`src/rtl/booth_pkg.sv`:
```
// rtl/booth_pkg.sv - shared types, digit encoding and sizing helpers for the Booth multiplier
package booth_pkg;

    // Control FSM of the iterative partial-product accumulator.
    typedef enum logic [1:0] {
        IDLE = 2'd0,
        RUN  = 2'd1,
        DONE = 2'd2
    } state_t;

    // Bit positions of one digit's control code {neg, two, one} = {o_2, o_1, o_0}.
    localparam int DIG_NEG_BIT = 2;
    localparam int DIG_TWO_BIT = 1;
    localparam int DIG_ONE_BIT = 0;

    // Digit codes. NEG_ZERO is legal and contributes 0; any code with
    // both TWO and ONE set is illegal and also contributes 0.
    typedef enum logic [2:0] {
        DIG_ZERO     = 3'b000,
        DIG_POS_A    = 3'b001,
        DIG_POS_2A   = 3'b010,
        DIG_NEG_ZERO = 3'b100,
        DIG_NEG_A    = 3'b101,
        DIG_NEG_2A   = 3'b110
    } digit_code_t;

    // Number of radix-4 digits for an operand width.
    function automatic int ndig(input int bit_width);
        return bit_width / 2;
    endfunction

endpackage

```
`src/rtl/booth_pp_gen.sv`:
```
// rtl/booth_pp_gen.sv - combinational radix-4 Booth digit to partial-product selector
//
// Ports:
//   a        signed multiplicand
//   neg      digit negate bit (o_2)
//   two      digit select-2A bit (o_1)
//   one      digit select-A bit (o_0)
//   pp       signed partial product, bit_width+2 wide
//   illegal  digit had both two and one set (pp forced to 0)
module booth_pp_gen
    import booth_pkg::*;
#(
    parameter int bit_width = 16
) (
    input  logic [bit_width-1:0] a,
    input  logic                 neg,
    input  logic                 two,
    input  logic                 one,
    output logic [bit_width+1:0] pp,
    output logic                 illegal
);

    logic [2:0]           code;
    logic [bit_width+1:0] mag;

    always_comb begin
        code              = '0;
        code[DIG_NEG_BIT] = neg;
        code[DIG_TWO_BIT] = two;
        code[DIG_ONE_BIT] = one;

        mag     = '0;
        illegal = 1'b0;
        case ({code[DIG_TWO_BIT], code[DIG_ONE_BIT]})
            2'b01:   mag = {{2{a[bit_width-1]}}, a};
            2'b10:   mag = {a[bit_width-1], a, 1'b0};
            2'b11:   illegal = 1'b1;
            default: mag = '0;
        endcase

        // Negating a zero magnitude yields zero, so NEG_ZERO and illegal
        // codes contribute exactly 0 without a special case.
        pp = code[DIG_NEG_BIT] ? (~mag + 1'b1) : mag;
    end

endmodule

```
`src/rtl/booth_pp_accumulator.sv`:
```
// rtl/booth_pp_accumulator.sv - iterative radix-4 Booth partial-product accumulator
//
// Ports:
//   clk, rst            rising-edge clock, synchronous active-high reset
//   in_valid, in_ready  operation handshake (a + per-digit neg/two/one)
//   a                   signed multiplicand
//   neg, two, one       per-digit Booth controls (o_2, o_1, o_0)
//   out_valid, out_ready product handshake
//   product             signed 2*bit_width product, stable while out_valid
//   err                 sticky illegal-digit flag, cleared only by rst
module booth_pp_accumulator
    import booth_pkg::*;
#(
    parameter int bit_width = 16
) (
    input  logic                             clk,
    input  logic                             rst,
    input  logic                             in_valid,
    output logic                             in_ready,
    input  logic [bit_width-1:0]             a,
    input  logic [ndig(bit_width)-1:0]       neg,
    input  logic [ndig(bit_width)-1:0]       two,
    input  logic [ndig(bit_width)-1:0]       one,
    output logic                             out_valid,
    input  logic                             out_ready,
    output logic [2*bit_width-1:0]           product,
    output logic                             err
);

    localparam int NDIG = ndig(bit_width);
    localparam int CW   = (NDIG > 1) ? $clog2(NDIG) : 1;
    localparam int PW   = 2 * bit_width;

    state_t               state, state_n;
    logic [CW-1:0]        cnt;
    logic [bit_width-1:0] a_q;
    logic [NDIG-1:0]      neg_q, two_q, one_q;
    logic [PW-1:0]        acc;
    logic                 err_q;

    logic [bit_width+1:0] pp;
    logic                 illegal;
    logic [PW-1:0]        pp_ext;
    logic [PW-1:0]        pp_shifted;
    logic                 last_digit;

    assign last_digit = (cnt == CW'(NDIG - 1));

    booth_pp_gen #(
        .bit_width(bit_width)
    ) u_pp_gen (
        .a       (a_q),
        .neg     (neg_q[cnt]),
        .two     (two_q[cnt]),
        .one     (one_q[cnt]),
        .pp      (pp),
        .illegal (illegal)
    );

    // Digit cnt has weight 4^cnt: sign-extend then shift by 2*cnt.
    assign pp_ext     = {{(PW - bit_width - 2){pp[bit_width+1]}}, pp};
    assign pp_shifted = pp_ext << {cnt, 1'b0};

    always_ff @(posedge clk) begin
        if (rst) state <= IDLE;
        else     state <= state_n;
    end

    always_comb begin
        state_n   = state;
        in_ready  = 1'b0;
        out_valid = 1'b0;
        case (state)
            IDLE: begin
                in_ready = 1'b1;
                if (in_valid) state_n = RUN;
            end
            RUN: begin
                if (last_digit) state_n = DONE;
            end
            DONE: begin
                out_valid = 1'b1;
                if (out_ready) state_n = IDLE;
            end
            default: state_n = IDLE;
        endcase
    end

    always_ff @(posedge clk) begin
        if (rst) begin
            cnt   <= '0;
            a_q   <= '0;
            neg_q <= '0;
            two_q <= '0;
            one_q <= '0;
            acc   <= '0;
            err_q <= 1'b0;
        end else begin
            case (state)
                IDLE: begin
                    if (in_valid) begin
                        a_q   <= a;
                        neg_q <= neg;
                        two_q <= two;
                        one_q <= one;
                        acc   <= '0;
                        cnt   <= '0;
                    end
                end
                RUN: begin
                    acc   <= acc + pp_shifted;
                    err_q <= err_q | illegal;
                    cnt   <= last_digit ? '0 : cnt + CW'(1);
                end
                default: ;
            endcase
        end
    end

    assign product = acc;
    assign err     = err_q;

endmodule

```
`config.mk`:
```
export PLATFORM = sky130hd
export DESIGN_NAME = booth_pp_accumulator
export DESIGN_NICKNAME = d
export VERILOG_FILES = /design/src/rtl/booth_pkg.sv /design/src/rtl/booth_pp_gen.sv /design/src/rtl/booth_pp_accumulator.sv
export SDC_FILE = /design/constraint.sdc
export NUM_CORES = 1
export LEC_CHECK = 0
export CAP_MARGIN = 15
export CELL_PAD_IN_SITES_DETAIL_PLACEMENT = 1
export CELL_PAD_IN_SITES_GLOBAL_PLACEMENT = 2
export CORE_MARGIN = 5
export CORE_UTILIZATION = 33
export CTS_CLUSTER_SIZE = 8
export DETAILED_ROUTE_END_ITERATION = 12
export GPL_TIMING_DRIVEN = 0
export HOLD_SLACK_MARGIN = 0.1
export PLACE_DENSITY_LB_ADDON = 0.1
export SLEW_MARGIN = 10
export SYNTH_ARGS = -nofsm -noshare
export SYNTH_HDL_FRONTEND = slang
export SYNTH_HIERARCHICAL = 1
export SYNTH_SLANG_ARGS = --single-unit
```
`constraint.sdc`:
```
create_clock -name clk -period 6.57 [get_ports clk]
set_input_delay 1.314 -clock clk [delete_from_list [all_inputs] [get_ports clk]]
set_output_delay 1.314 -clock clk [all_outputs]
set_load 0.05 [all_outputs]
```
==> results.py <==
metrics = {
    "power": {
        "vdd_drop_max_v": 0.0001104,
        "p_int_uw": 859.1,
        "pwr-share-seq_pct": 39.9,
        "power.density_nw_per_um2": 173.5,
        "clkPwrFrac_pct": 39.4,
        "power.switching_uw": 419.5,
        "power_frac_comb_pct": 20.7,
        "leakagePower_uw": 0.002828,
        "power_uw": 1279,
        "swShare_pct": 32.81,
    },
    "route": {
        "drt_iter0_drc": 129,
        "vias": 5976,
        "wl_met3_um": 521,
        "wl_per_cell_um": 17.54,
        "drtAntennaViolNets": 0,
        "via_per_inst": 5.398,
        "drc": 0,
        "routed_wl_um": 19420,
        "met2_length_um": 9654,
        "dr.pass1.iters": 4,
        "top_layer_used": "met4",
        "m1WireLength_um": 8907,
    },
    "synthesis": {
        "syn-cell-area_um2": 5948,
        "synth_top_family_by_area": "compound AO/OA/AOI/OAI gates",
        "synth_top_cell_by_area": "dfxtp_1",
        "synth_nets": 865,
        "synth-xor-area-share_pct": 5.154,
        "yosys.area_share.simple_pct": 21.83,
        "synth.yosys.warnings": 6,
        "ys.flop_type": "dfxtp_1",
        "synth_fa_ha_area_share_pct": 8.119,
        "synth-edff-count": 0,
        "synthMuxAreaShare_pct": 7.194,
        "syn_avg_cell_area_um2": 7.597,
        "syn_inst": 783,
        "ys_seq_area_share_pct": 26.25,
        "ys_top_cells_by_area": "dfxtp_1, nand2_1, a21oi_1",
        "ys_ff_latch": 78,
        "ys_types": 72,
        "netlist.area_leader.share_pct": 26.25,
        "synth-async-reset-ratio_pct": 0,
        "synth_compound_area_share_pct": 27.30,
    },
    "timing": {
        "slew_violations": 0,
        "hold_viol": 0,
        "fin_ws_ps": 414.1,
        "worst_slew_pin_slew_ps": 782.4,
        "max_freq_mhz": 162.4,
        "skew_ps": 10.77,
        "fin_crit_ps": 6156,
        "layout_worst_path_cycle_share_pct": 93.70,
        "finalSetupTns_ps": 0,
        "slew_headroom_pct": 47.56,
        "rsz0062_at_grt": "false",
        "setup_violations": 0,
    },
    "clock_tree": {
        "cts_buffers": 9,
        "clock_sinks": 78,
        "cts_htree_levels": 3,
        "root_buffer": "clkbuf_16",
        "cts.hold.buffers_added": 0,
        "cts.clk_slew.worst_paths_ps": 70,
        "clk_latency_ps": 360,
        "cts_tree": "yes",
        "cts.path.max_buffers": 2,
    },
    "placed_design": {
        "post_dp_cell_area_um2": 7020,
        "io_buffers": 78,
        "finalWeightedCongestion": 0.8603,
        "pre_cts_ws_ps": -702.7,
        "dp_hpwl_um": 15670,
    },
    "floorplanning": {
        "core_um2": 17840,
        "design.die.area_um2": 20810,
        "boundaryPins": 79,
        "die_w_um": 144.3,
        "std_cell_rows": 49,
        "die_h_um": 144.3,
        "start_util_pct": 33.34,
    },
    "critical_path": {
        "r2r_slack_ps": 410,
        "critPathKind": "flop to flop",
        "cp_slowest_cell": "or4_4",
        "critPathMaxFanout": 10,
        "cpPeakStageDelay_ps": 590,
        "crit_required_ps": 6820,
        "cp-startpoint": "cnt[1]",
        "rr_startpoint": "cnt[1]",
        "end_kind": "flop",
        "startpoint_type": "flop",
        "cp_data_arrival_time_ps": 6400,
    },
    "run_status": {
        "status": "finished clean",
    },
    "worst_hold_path": {
        "hp-start": "neg_q[4]",
        "hold_path_class": "flop to flop",
    },
    "cells_and_area": {
        "final_nets": 955,
        "final_cell_mix": "nand2_1, a21oi_1, dfxtp_1, clkdlybuf4s50_1, nor2_1",
        "final_cell_area_um2": 7371,
        "final_common_cell": "nand2_1",
        "diodes": 0,
        "drive_gt1_share_pct": 8.428,
        "syn2layout_area_growth_pct": 23.92,
        "fill_cells": 2153,
    },
    "global_routing": {
        "grt_pass1_vias": 6241,
        "antenna_found_initial": 0,
        "grt_overflow_total": 0,
        "grt_usage_pct": 19.21,
        "grt_pass1_wl_um": 32000,
        "grt_max_degree": 17,
    },
    "run": {
        "maxCapViolations": 0,
    },
}
-- power by group through the flow --
stage / clock [uW] / combinational, uW / sequential (uW)
finish: 504 / 265 / 510
global route: 539 / 293 / 513
floorplan: 0 / 161 / 527
CTS: 519 / 265 / 510
global placement: 0 / 256 / 520
detailed placement: 0 / 262 / 521
-- state kept, by name, summed over array words and instances (netlist names) --
signal,flops
product,32
two_q,8
state,2
one_q,8
a_q,16
cnt,3
err,1
neg_q,8
-- cell families (layout without fill, tap and decap cells) --
| kind of cell | Yosys count | in the layout |
|---|---|---|
| AND/OR/NAND/NOR | 287 | 287 |
| AO/OA/AOI/OAI | 247 | 247 |
| flip-flops | 78 | 78 |
| buffers and inverters | 64 | 159 |
| adder cells (fa/ha/maj) | 38 | 38 |
| XOR/XNOR | 35 | 35 |
| multiplexers | 34 | 34 |
-- layout make-up --
| cell class | count | area [um^2] | area share, % |
|---|---|---|---|
| buffer | 46 | 197.7 | 2.682 |
| clock buffer | 9 | 225.2 | 3.056 |
| clock inverter | 7 | 61.31 | 0.8318 |
| inverter | 18 | 67.56 | 0.9167 |
| multi-input combinational | 641 | 4183 | 56.75 |
| sequential | 78 | 1562 | 21.18 |
| tap | 229 | 286.5 | 3.887 |
| timing repair buffer | 79 | 788.3 | 10.69 |
-- worst max-delay path: cells and delay by family, from the launching register on --
| family | cells | cell delay [ps] |
|---|---|---|
| muxes | 2 | 520 |
| xor gates and xnor gates | 1 | 80 |
| and+or+nand+nor | 6 | 1310 |
| DFF | 1 | 330 |
| buffers and inverters | 5 | 1040 |
| adders and majority gates | 2 | 740 |
| AOI/OAI and AO/OA | 9 | 2000 |
-- timing repair --
item | 4_1_cts | 5_1_grt
pin swaps | 1 | 4
setup buffers | 0 | 1
endpoints found under the setup margin | 19 | 15
gates resized for setup | 8 | 19
-- worst paths after layout --
path / end / depth (start not counted)
worst max-delay path: product[30] / 25
worst min register to register: neg_q[4] / 2
worst max register to register: product[30] / 25
worst min-delay path: neg_q[4] / 2
-- metal layers --
metal | vias up | track usage [%]
met5 | - | 0
met4 | 0 | 5.547
met3 | 22 | 3.142
met2 | 92 | 33.66
met1 | 2869 | 24.36
li1 | 2993 | -
-- metrics by stage --
| stage | utilization, % | std cells | hold slack, ps |
|---|---|---|---|
| after floorplan | - | 783 | 433.1 |
| after global routing | 41.31 | 1107 | 478.5 |
| final | 41.31 | 1107 | 457.0 |
| after CTS | 41.06 | 1106 | 461.3 |
| after global placement | 39.32 | 1090 | 441.5 |
| after detailed placement | 39.35 | 1090 | 447.6 |
-- synth_stat cells, types with 14 or more instances --
cell type    n
a21o_1      17
a21oi_1     96
a22o_1      14
a22oi_1     17
clkbuf_1    40
dfxtp_1     78
ha_1        37
inv_1       17
mux2i_1     18
nand2_1    142
nand3_1     32
nor2_1      56
o21ai_0     34
xnor2_1     23
(Power assumes the default switching activity.)
